**src/rtl/sram_req_sync_if.sv**
```systemverilog
`default_nettype none
// ============================================================================
//  Module : sram_req_sync_if
//  Brief  : Captured SRAM request bundle plus its valid/ready handshake.
//  Rev    : 1.0  initial release
// ============================================================================
interface sram_req_sync_if #(
    parameter int DATA_W = 32,
    parameter int ADDR_W = 12,
    parameter int CONF_W = 2
);
    logic [DATA_W-1:0] D_in_sync;
    logic [ADDR_W-1:0] addr_sync;
    logic [CONF_W-1:0] conf_sync;
    logic              web_sync;
    logic              req_valid;
    logic              req_ready;

    modport master (
        output D_in_sync, addr_sync, conf_sync, web_sync, req_valid,
        input  req_ready
    );

    modport slave (
        input  D_in_sync, addr_sync, conf_sync, web_sync, req_valid,
        output req_ready
    );
endinterface
`default_nettype wire

```
**src/rtl/sram_req_sync.sv**
```systemverilog
`default_nettype none
// ============================================================================
//  Module : sram_req_sync
//  Brief  : Moves one csb-framed SRAM request bundle into the sram_clk domain.
//  Rev    : 1.0  initial release
// ============================================================================
module sram_req_sync #(
    parameter int DATA_W        = 32,
    parameter int ADDR_W        = 12,
    parameter int CONF_W        = 2,
    parameter int SYNC_STAGES   = 2,
    parameter int STABLE_CYCLES = 2
) (
    input  wire logic              sram_clk,
    input  wire logic              sram_rst_n,
    input  wire logic [DATA_W-1:0] D_in,
    input  wire logic [ADDR_W-1:0] addr,
    input  wire logic [CONF_W-1:0] conf,
    input  wire logic              web,
    input  wire logic              csb,
    output      logic              busy,
    output      logic              drop_err,
    input  wire logic              clr_err,
    sram_req_sync_if.master        req
);
    localparam int c_BUN_W = DATA_W + ADDR_W + CONF_W + 1;
    localparam int c_CNT_W = $clog2(STABLE_CYCLES + 1);
    localparam logic [c_CNT_W-1:0] c_CNT_LAST = c_CNT_W'(STABLE_CYCLES - 1);

    localparam logic [1:0] c_IDLE    = 2'd0;
    localparam logic [1:0] c_SETTLE  = 2'd1;
    localparam logic [1:0] c_PEND    = 2'd2;
    localparam logic [1:0] c_WAIT_HI = 2'd3;

    logic [SYNC_STAGES-1:0] r_csb_sync;
    logic                   r_csb_s_d;
    logic [c_BUN_W-1:0]     r_bun_q;
    logic [c_BUN_W-1:0]     r_shadow;
    logic [c_CNT_W-1:0]     r_cnt;
    logic [1:0]             r_state;
    logic [DATA_W-1:0]      r_d_sync;
    logic [ADDR_W-1:0]      r_addr_sync;
    logic [CONF_W-1:0]      r_conf_sync;
    logic                   r_web_sync;
    logic                   r_req_valid;
    logic                   r_drop_err;

    logic                   w_csb_s;
    logic                   w_fall;
    logic [c_BUN_W-1:0]     w_bun_in;

    assign w_csb_s  = r_csb_sync[SYNC_STAGES-1];
    assign w_fall   = ~w_csb_s & r_csb_s_d;
    assign w_bun_in = {D_in, addr, conf, web};

    // Only csb is synchronised; the bundle is trusted once it has held steady.
    always_ff @(posedge sram_clk or negedge sram_rst_n) begin
        if (!sram_rst_n) begin
            r_csb_sync <= '1;
        end else begin
            r_csb_sync <= {r_csb_sync[SYNC_STAGES-2:0], csb};
        end
    end

    always_ff @(posedge sram_clk or negedge sram_rst_n) begin
        if (!sram_rst_n) begin
            r_csb_s_d   <= 1'b1;
            r_bun_q     <= '0;
            r_shadow    <= '0;
            r_cnt       <= '0;
            r_state     <= c_IDLE;
            r_d_sync    <= '0;
            r_addr_sync <= '0;
            r_conf_sync <= '0;
            r_web_sync  <= 1'b0;
            r_req_valid <= 1'b0;
            r_drop_err  <= 1'b0;
        end else begin
            r_csb_s_d <= w_csb_s;
            r_bun_q   <= w_bun_in;

            // A new request while one is still pending is lost; set beats clear.
            if (w_fall && (r_state == c_PEND)) begin
                r_drop_err <= 1'b1;
            end else if (clr_err) begin
                r_drop_err <= 1'b0;
            end

            case (r_state)
                c_IDLE: begin
                    if (w_fall) begin
                        r_shadow <= r_bun_q;
                        r_cnt    <= '0;
                        r_state  <= c_SETTLE;
                    end
                end
                c_SETTLE: begin
                    if (w_csb_s) begin
                        r_state <= c_IDLE;
                    end else if (r_bun_q == r_shadow) begin
                        if (r_cnt == c_CNT_LAST) begin
                            {r_d_sync, r_addr_sync, r_conf_sync, r_web_sync} <= r_shadow;
                            r_req_valid <= 1'b1;
                            r_state     <= c_PEND;
                        end else begin
                            r_cnt <= r_cnt + c_CNT_W'(1);
                        end
                    end else begin
                        r_shadow <= r_bun_q;
                        r_cnt    <= '0;
                    end
                end
                c_PEND: begin
                    if (req.req_ready) begin
                        r_req_valid <= 1'b0;
                        r_state     <= w_csb_s ? c_IDLE : c_WAIT_HI;
                    end
                end
                c_WAIT_HI: begin
                    if (w_csb_s) begin
                        r_state <= c_IDLE;
                    end
                end
                default: r_state <= c_IDLE;
            endcase
        end
    end

    assign busy          = (r_state != c_IDLE);
    assign drop_err      = r_drop_err;
    assign req.D_in_sync = r_d_sync;
    assign req.addr_sync = r_addr_sync;
    assign req.conf_sync = r_conf_sync;
    assign req.web_sync  = r_web_sync;
    assign req.req_valid = r_req_valid;
endmodule
`default_nettype wire

```
**src/flat_wrapper.sv**
```systemverilog
// flat-port wrapper written by rule: the top's interface ports become plain ports
module sram_req_sync_flat 
#(
    parameter int DATA_W        = 32,
    parameter int ADDR_W        = 12,
    parameter int CONF_W        = 2,
    parameter int SYNC_STAGES   = 2,
    parameter int STABLE_CYCLES = 2
)
  (sram_clk, sram_rst_n, D_in, addr, conf, web, csb, busy, drop_err, clr_err, req_D_in_sync, req_addr_sync, req_conf_sync, req_web_sync, req_req_valid, req_req_ready);
  sram_req_sync_if #(.DATA_W(DATA_W), .ADDR_W(ADDR_W), .CONF_W(CONF_W)) req_i ();
  input  wire logic sram_clk;
  input  wire logic sram_rst_n;
  input  wire logic [DATA_W-1:0] D_in;
  input  wire logic [ADDR_W-1:0] addr;
  input  wire logic [CONF_W-1:0] conf;
  input  wire logic web;
  input  wire logic csb;
  output      logic busy;
  output      logic drop_err;
  input  wire logic clr_err;
  output wire logic [$bits(req_i.D_in_sync)-1:0] req_D_in_sync;
  output wire logic [$bits(req_i.addr_sync)-1:0] req_addr_sync;
  output wire logic [$bits(req_i.conf_sync)-1:0] req_conf_sync;
  output wire logic [$bits(req_i.web_sync)-1:0] req_web_sync;
  output wire logic [$bits(req_i.req_valid)-1:0] req_req_valid;
  input wire logic [$bits(req_i.req_ready)-1:0] req_req_ready;
  assign req_D_in_sync = req_i.D_in_sync;
  assign req_addr_sync = req_i.addr_sync;
  assign req_conf_sync = req_i.conf_sync;
  assign req_web_sync = req_i.web_sync;
  assign req_req_valid = req_i.req_valid;
  assign req_i.req_ready = req_req_ready;
  sram_req_sync #(.DATA_W(DATA_W), .ADDR_W(ADDR_W), .CONF_W(CONF_W), .SYNC_STAGES(SYNC_STAGES), .STABLE_CYCLES(STABLE_CYCLES)) u_core (.sram_clk(sram_clk), .sram_rst_n(sram_rst_n), .D_in(D_in), .addr(addr), .conf(conf), .web(web), .csb(csb), .busy(busy), .drop_err(drop_err), .clr_err(clr_err), .req(req_i));
endmodule
```
**config.mk**
```make
export PLATFORM = sky130hd
export DESIGN_NAME = sram_req_sync_flat
export DESIGN_NICKNAME = d
export VERILOG_FILES = /design/src/rtl/sram_req_sync_if.sv /design/src/rtl/sram_req_sync.sv /design/src/flat_wrapper.sv
export SDC_FILE = /design/constraint.sdc
export NUM_CORES = 1
export LEC_CHECK = 0
export CORE_AREA = 2 2 80 139
export CTS_CLUSTER_SIZE = 28
export DETAILED_ROUTE_END_ITERATION = 10
export DIE_AREA = 0 0 82 141
export PLACE_DENSITY = 0.9
export SLEW_MARGIN = 20
export SYNTH_ARGS = -nofsm -noshare
export SYNTH_HDL_FRONTEND = slang
export SYNTH_SLANG_ARGS = --single-unit
```
**constraint.sdc**
```tcl
create_clock -name sram_clk -period 3.6 [get_ports sram_clk]
set_input_delay 0.54 -clock sram_clk [delete_from_list [all_inputs] [get_ports sram_clk]]
set_output_delay 0.54 -clock sram_clk [all_outputs]
set_load 0.02 [all_outputs]
```
==> results of run 1 <==
layer usage:
metal,vias to the layer above,GRT usage
met5,-,0
met4,0,0.110
met3,17,0.0474
met2,95,0.396
met1,1656,0.254
li1,1424,-
synth_stat cells (2+ instances only):
cell type	instances	area (µm²)
a2bb2oi_1	2	17.5
a32o_1	2	20.0
buf_2	4	20.0
buf_6	5	56.3
dfrtp_1	147	3680
dfstp_2	3	78.8
inv_1	3	11.3
mux2_2	75	845
mux2_4	19	285
nand2_1	3	11.3
nand3_1	3	15.0
nand4_1	12	75.1
nor2b_1	2	12.5
nor4_2	2	25.0
o21ai_0	5	25.0
xnor2_1	47	412
state kept, by name (all words and copies together), names as in the netlist:
name	cells
u_core.r_shadow	47
u_core.req.req_valid	1
u_core.r_state	2
u_core.r_cnt	2
u_core.r_csb_s_d	1
u_core.req.conf_sync	2
u_core.r_bun_q	47
u_core.drop_err	1
u_core.req.D_in_sync	32
u_core.req.web_sync	1
u_core.r_csb_sync	2
u_core.req.addr_sync	12
power groups by stage:
stage | Clock (mW) | Sequential (mW) | Combinational (mW)
global placement | 0 | 1.90 | 0.302
floorplan | 0 | 1.88 | 0.187
detailed placement | 0 | 1.91 | 0.316
global route | 1.92 | 1.90 | 0.346
finish | 1.82 | 1.89 | 0.317
CTS | 1.85 | 1.89 | 0.324
cell type report:
type                       count  area [µm²]  share of cell area
clock inverter                 8         120              0.0161
timing repair buffer         105        1070               0.143
tap                          130         163              0.0218
sequential                   150        3760               0.504
clock buffer                  23         498              0.0668
multi-input combinational    181        1840               0.247
inverter                       3        11.3             0.00151
logic make-up (layout without fill, tap and decap cells):
family | Yosys count | after routing | synth area share
compound gates | 11 | 11 | 0.0137
buf+inv | 13 | 139 | 0.0167
mux | 94 | 94 | 0.199
xor+xnor | 47 | 47 | 0.0724
fa+ha+maj | 1 | 1 | 0.00220
simple gates | 28 | 28 | 0.0350
flops | 150 | 150 | 0.661
per-stage QoR:
step / setup slack [ps] / hold WS [ps] / cells / total power, mW / instance area (µm²)
2_1_floorplan: 1580 / 244 / 344 / 2.07 / 5680
3_3_place_gp: 969 / 346 / 569 / 2.20 / 6840
3_5_place_dp: 879 / 351 / 569 / 2.23 / 6840
4_1_cts: 752 / 231 / 600 / 4.06 / 7460
5_1_grt: 643 / 249 / 600 / 4.17 / 7460
6_report: 781 / 191 / 600 / 4.02 / 7460
worst paths after layout:
kind | start | to | slack (ps) | cells past startpoint
setup / recovery | u_core.r_shadow[27]$_DFFE_PN0P_ | u_core.r_shadow[40]$_DFFE_PN0P_ | 780 | 7
hold / removal | sram_rst_n | u_core.req.D_in_sync[8]$_DFFE_PN0P_ | 190 | 1
setup reg to reg | u_core.r_shadow[27]$_DFFE_PN0P_ | u_core.r_shadow[40]$_DFFE_PN0P_ | 780 | 7
max in group asynchronous | sram_rst_n | u_core.r_csb_sync[0]$_DFF_PN1_ | 2540 | 2
hold reg to reg | u_core.r_csb_sync[0]$_DFF_PN1_ | u_core.r_csb_sync[1]$_DFF_PN1_ | 350 | 0
min in group sram_clk | u_core.r_csb_sync[0]$_DFF_PN1_ | u_core.r_csb_sync[1]$_DFF_PN1_ | 350 | 0
==> results.yml, run 1 <==
logic_synthesis:
  synthFlopType: "dfrtp_1"
  syn_nets: 397
  syn_avg_cell_area_um2: 16.5
  yosysSeqAreaShare: 0.661
  synthesis.area_um2: 5680
  synth-seq-cells: 150
  ys_warn_count: 0
  synth_edf_count: 0
  synth_cells: 344
  synthArstFlopShare: 1.00
  ys_types: 26
cells_and_area:
  drive_gt1_frac: 0.296
  fin_nets: 511
  fillers: 662
  layout_commonest_cell: "dfrtp_1"
  utilization: 0.710
  antennaDiodeCount: 0
  area.growth.synth_to_final_pct: 31.2
  final_cell_mix: "147 x dfrtp_1, 100 x clkdlybuf4s50_1, 75 x mux2_2"
grt:
  antenna_found_initial: 0
  grt_pass1_wl_mm: 18.7
  gr-usage-all-layers: 0.226
  grt_max_degree: 93
  grt_pass1_vias: 3528
  grt_overflow_total: 0
die:
  die_h_um: 141
  ioPinCount: 102
  core_area_um2: 10500
  start_util: 0.541
  rows: 50
  die_width_um: 82
  die_area_um2: 11600
power:
  p_sw_frac: 0.216
  pwr-share-seq: 0.469
  ir_drop_mv: 0.459
  comb_power_share: 0.079
  leakage_nw: 3.29
  clkPwrFrac: 0.452
  intPower_mw: 3.15
  net-switching-power_uw: 869
  pwr_density_cell_nw_per_um2: 539
sta:
  fin_crit_ps: 2820
  finalHoldViolCount: 0
  worstMarginPinSlew_ps: 812
  skew_ps: 9.35
  fin_crit_sh: 0.783
  finalSetupViolCount: 0
  rsz0062_at_grt: "no"
  max_freq_mhz: 355
  drv_slew: 0
  finalSetupTns_ps: 0
  maxSlewHeadroom: 0.459
route:
  drc: 0
  dr.pass1.iters: 4
  wl_met2_mm: 6.75
  vias_per_cell: 5.32
  wl_met1_mm: 4.32
  num_vias: 3192
  wl_met3_um: 358
  top_layer_used: "met4"
  dr.first_iter.drc_count: 140
  totalWireLength_mm: 11.8
  routedWlPerCell_um: 19.6
  ant_nets: 0
clock_tree:
  postCtsSetupBuffers: 0
  clock_latency_ps: 410
  root_buffer: "clkbuf_16"
  cts_inserted_buffers: 17
  clk_pin_slew_ps: 60
  tritoncts: "built"
  htree_levels: 4
  cts_resized: 0
  clock-sinks: 150
  hold_buffers: 0
  cts.path.max_buffers: 2
min_path:
  hold_path_class: "in -> async"
flow_run:
  drv_cap: 0
placed_design:
  numPortBuffers: 101
  place.gp.congestion: 0.765
  hpwl_mm: 7.90
setup_path:
  crit_path_start_kind: "flip-flop"
  cp_data_required_time_ps: 3890
  cp_slowest_stage_delay_ps: 560
  cp_slowest_cell: "a21o_2"
  crit_type: "reg -> reg"
  critPathBufInv: 1
  path_cells: "xnor2_1 > nand4_1 > nor4_2 > and2_2 > a21o_2 > buf_4 > mux2_2"
  cp_max_fo: 24
  cp.arrival_ps: 3110
  path_delay_family: "simple AND/OR/NAND/NOR gates"
  cp-end-kind: "flip-flop"
outcome:
  status: "finished clean"
Power figures use the tool's default switching activity.
==> inputs of run 2 (changes only) <==
--- a/config.mk
+++ b/config.mk
@@ -5,11 +5,11 @@
 export SDC_FILE = /design/constraint.sdc
 export NUM_CORES = 1
 export LEC_CHECK = 0
-export CORE_AREA = 2 2 80 139
+export CORE_AREA = 2 2 83 144
 export CTS_CLUSTER_SIZE = 28
 export DETAILED_ROUTE_END_ITERATION = 10
-export DIE_AREA = 0 0 82 141
-export PLACE_DENSITY = 0.9
+export DIE_AREA = 0 0 85 146
+export PLACE_DENSITY = 0.85
 export SLEW_MARGIN = 20
 export SYNTH_ARGS = -nofsm -noshare
 export SYNTH_HDL_FRONTEND = slang
==> constraint.sdc (replaced) <==
create_clock -name sram_clk -period 2.65 [get_ports sram_clk]
set_input_delay 0.3975 -clock sram_clk [delete_from_list [all_inputs] [get_ports sram_clk]]
set_output_delay 0.3975 -clock sram_clk [all_outputs]
set_load 0.02 [all_outputs]
==> run 2 against run 1 <==
Effect of this change: first-iteration DRC count up 26%; clock power up 23%; critical path depth down 1; fmax up 19%; sequential power up 35%; die area up 7.3%; worst hold slack better by 160 ps; largest power group unchanged; non-clock buffer count up 6; sequential cell count unchanged.
==> results.yml, run 2 (synthesis results as in run 1) <==
outcome:
  status: "finished clean"
clock_tree:
  cts_inserted_buffers: 17
  root_buffer: "clkbuf_16"
  clock_latency_ps: 410
  htree_levels: 4
  tritoncts: "built"
  postCtsSetupBuffers: 0
  clk_pin_slew_ps: 60
  clock-sinks: 150
  cts.path.max_buffers: 2
grt:
  grt_max_degree: 66
  gr-usage-all-layers: 0.192
  grt_pass1_vias: 3604
  grt_overflow_total: 0
  antenna_found_initial: 0
  grt_pass1_wl_mm: 18.3
sta:
  skew_ps: 11.2
  worstMarginPinSlew_ps: 600
  maxSlewHeadroom: 0.600
  max_freq_mhz: 423
  finalSetupTns_ps: 0
  finalSetupViolCount: 0
  rsz0062_at_grt: "no"
  finalHoldViolCount: 0
  drv_slew: 0
  fin_crit_sh: 0.893
  fin_crit_ps: 2370
die:
  start_util: 0.509
  ioPinCount: 102
  die_width_um: 85
  rows: 51
  die_h_um: 146
  die_area_um2: 12400
  core_area_um2: 11200
route:
  ant_nets: 0
  drc: 0
  dr.pass1.iters: 4
  totalWireLength_mm: 11.0
  vias_per_cell: 5.19
  num_vias: 3156
  routedWlPerCell_um: 18.1
  dr.first_iter.drc_count: 177
cells_and_area:
  drive_gt1_frac: 0.303
  utilization: 0.667
  area.growth.synth_to_final_pct: 31.1
  final_cell_mix: "147 x dfrtp_1, 100 x clkdlybuf4s50_1, 75 x mux2_2"
  fin_nets: 517
  antennaDiodeCount: 0
  fillers: 760
  layout_commonest_cell: "dfrtp_1"
power:
  leakage_nw: 3.28
  pwr_density_cell_nw_per_um2: 699
  fin_total_pwr_mw: 5.21
  ir_drop_mv: 0.523
placed_design:
  numPortBuffers: 101
  place.gp.congestion: 0.799
  hpwl_mm: 7.87
setup_path:
  path_cells: "xnor2_1 > nand4_1 > nor4_4 > a21o_2 > buf_12 > mux2_2"
  cp_max_fo: 23
  crit_type: "reg -> reg"
  cp_slowest_cell: "nor4_4"
  cp-end-kind: "flip-flop"
  path_delay_family: "simple AND/OR/NAND/NOR gates"
  crit_path_start_kind: "flip-flop"
  cp.arrival_ps: 2660
  cp_slowest_stage_delay_ps: 520
  critPathBufInv: 1
  cp_data_required_time_ps: 2940
flow_run:
  drv_cap: 0
min_path:
  hold_path_class: "reg -> reg"
==> run 2: changes by cell type in the layout (fill, tap and decap cells not counted), sizes merged <==
cell / delta
bufinv: -2
clkinvlp: +3
buf: +5
clkbuf: -3
clkinv: +2
dlygate4sd3: +1
==> run 2: layout make-up <==
cell class	instances	area, µm²	area share
Clock buffer	20	457	0.0613
Clock inverter	11	104	0.0139
Inverter	3	11.3	0.00151
Multi-Input combinational cell	181	1840	0.247
Sequential cell	150	3760	0.504
Tap cell	132	165	0.0222
Timing Repair Buffer	111	1110	0.150
==> run 2: power breakdown <==
group,switching [mW],internal (mW)
Combinational,0.170,0.260
Clock,0.891,1.33
Sequential,0.123,2.43
Total,1.18,4.03
==> run 2: path summary, 6_finish.rpt <==
path	from	to	slack [ps]	depth (start not counted)
min in group asynchronous	sram_rst_n	u_core.r_shadow[46]$_DFFE_PN0P_	530	2
max reg2reg	u_core.r_shadow[28]$_DFFE_PN0P_	u_core.r_shadow[6]$_DFFE_PN0P_	280	6
min reg2reg	u_core.r_csb_sync[0]$_DFF_PN1_	u_core.r_csb_sync[1]$_DFF_PN1_	350	0
max	u_core.r_shadow[28]$_DFFE_PN0P_	u_core.r_shadow[6]$_DFFE_PN0P_	280	6
max in group asynchronous	sram_rst_n	u_core.r_csb_sync[0]$_DFF_PN1_	1260	3
min	u_core.r_csb_sync[0]$_DFF_PN1_	u_core.r_csb_sync[1]$_DFF_PN1_	350	0
==> run 2: routing by layer <==
metal  track usage  wire (µm)  vias up  part of all wire
li1              -          -     1438                 -
met1         0.223       4150     1604              0.38
met2         0.327       6130       84              0.56
met3        0.0420        371       30             0.034
met4         0.106        374        0             0.034
met5             0          0        -                 0
==> run 2: per-stage QoR <==
| stage | worst slack [ps] | instance area [µm²] | instances | hold slack [ps] |
|---|---|---|---|---|
| finish | 283 | 7450 | 608 | 349 |
| global route | 167 | 7450 | 608 | 353 |
| CTS | 278 | 7450 | 608 | 353 |
| detailed placement | 312 | 6880 | 576 | 348 |
| global placement | 364 | 6880 | 576 | 348 |
| floorplan | 633 | 5680 | 344 | 102 |
==> run 2: repair_timing <==
action | in CTS | in global routing
resized for setup | 0 | 0
hold buffers | 1 | 0
endpoints found under the hold margin | 22 | 0
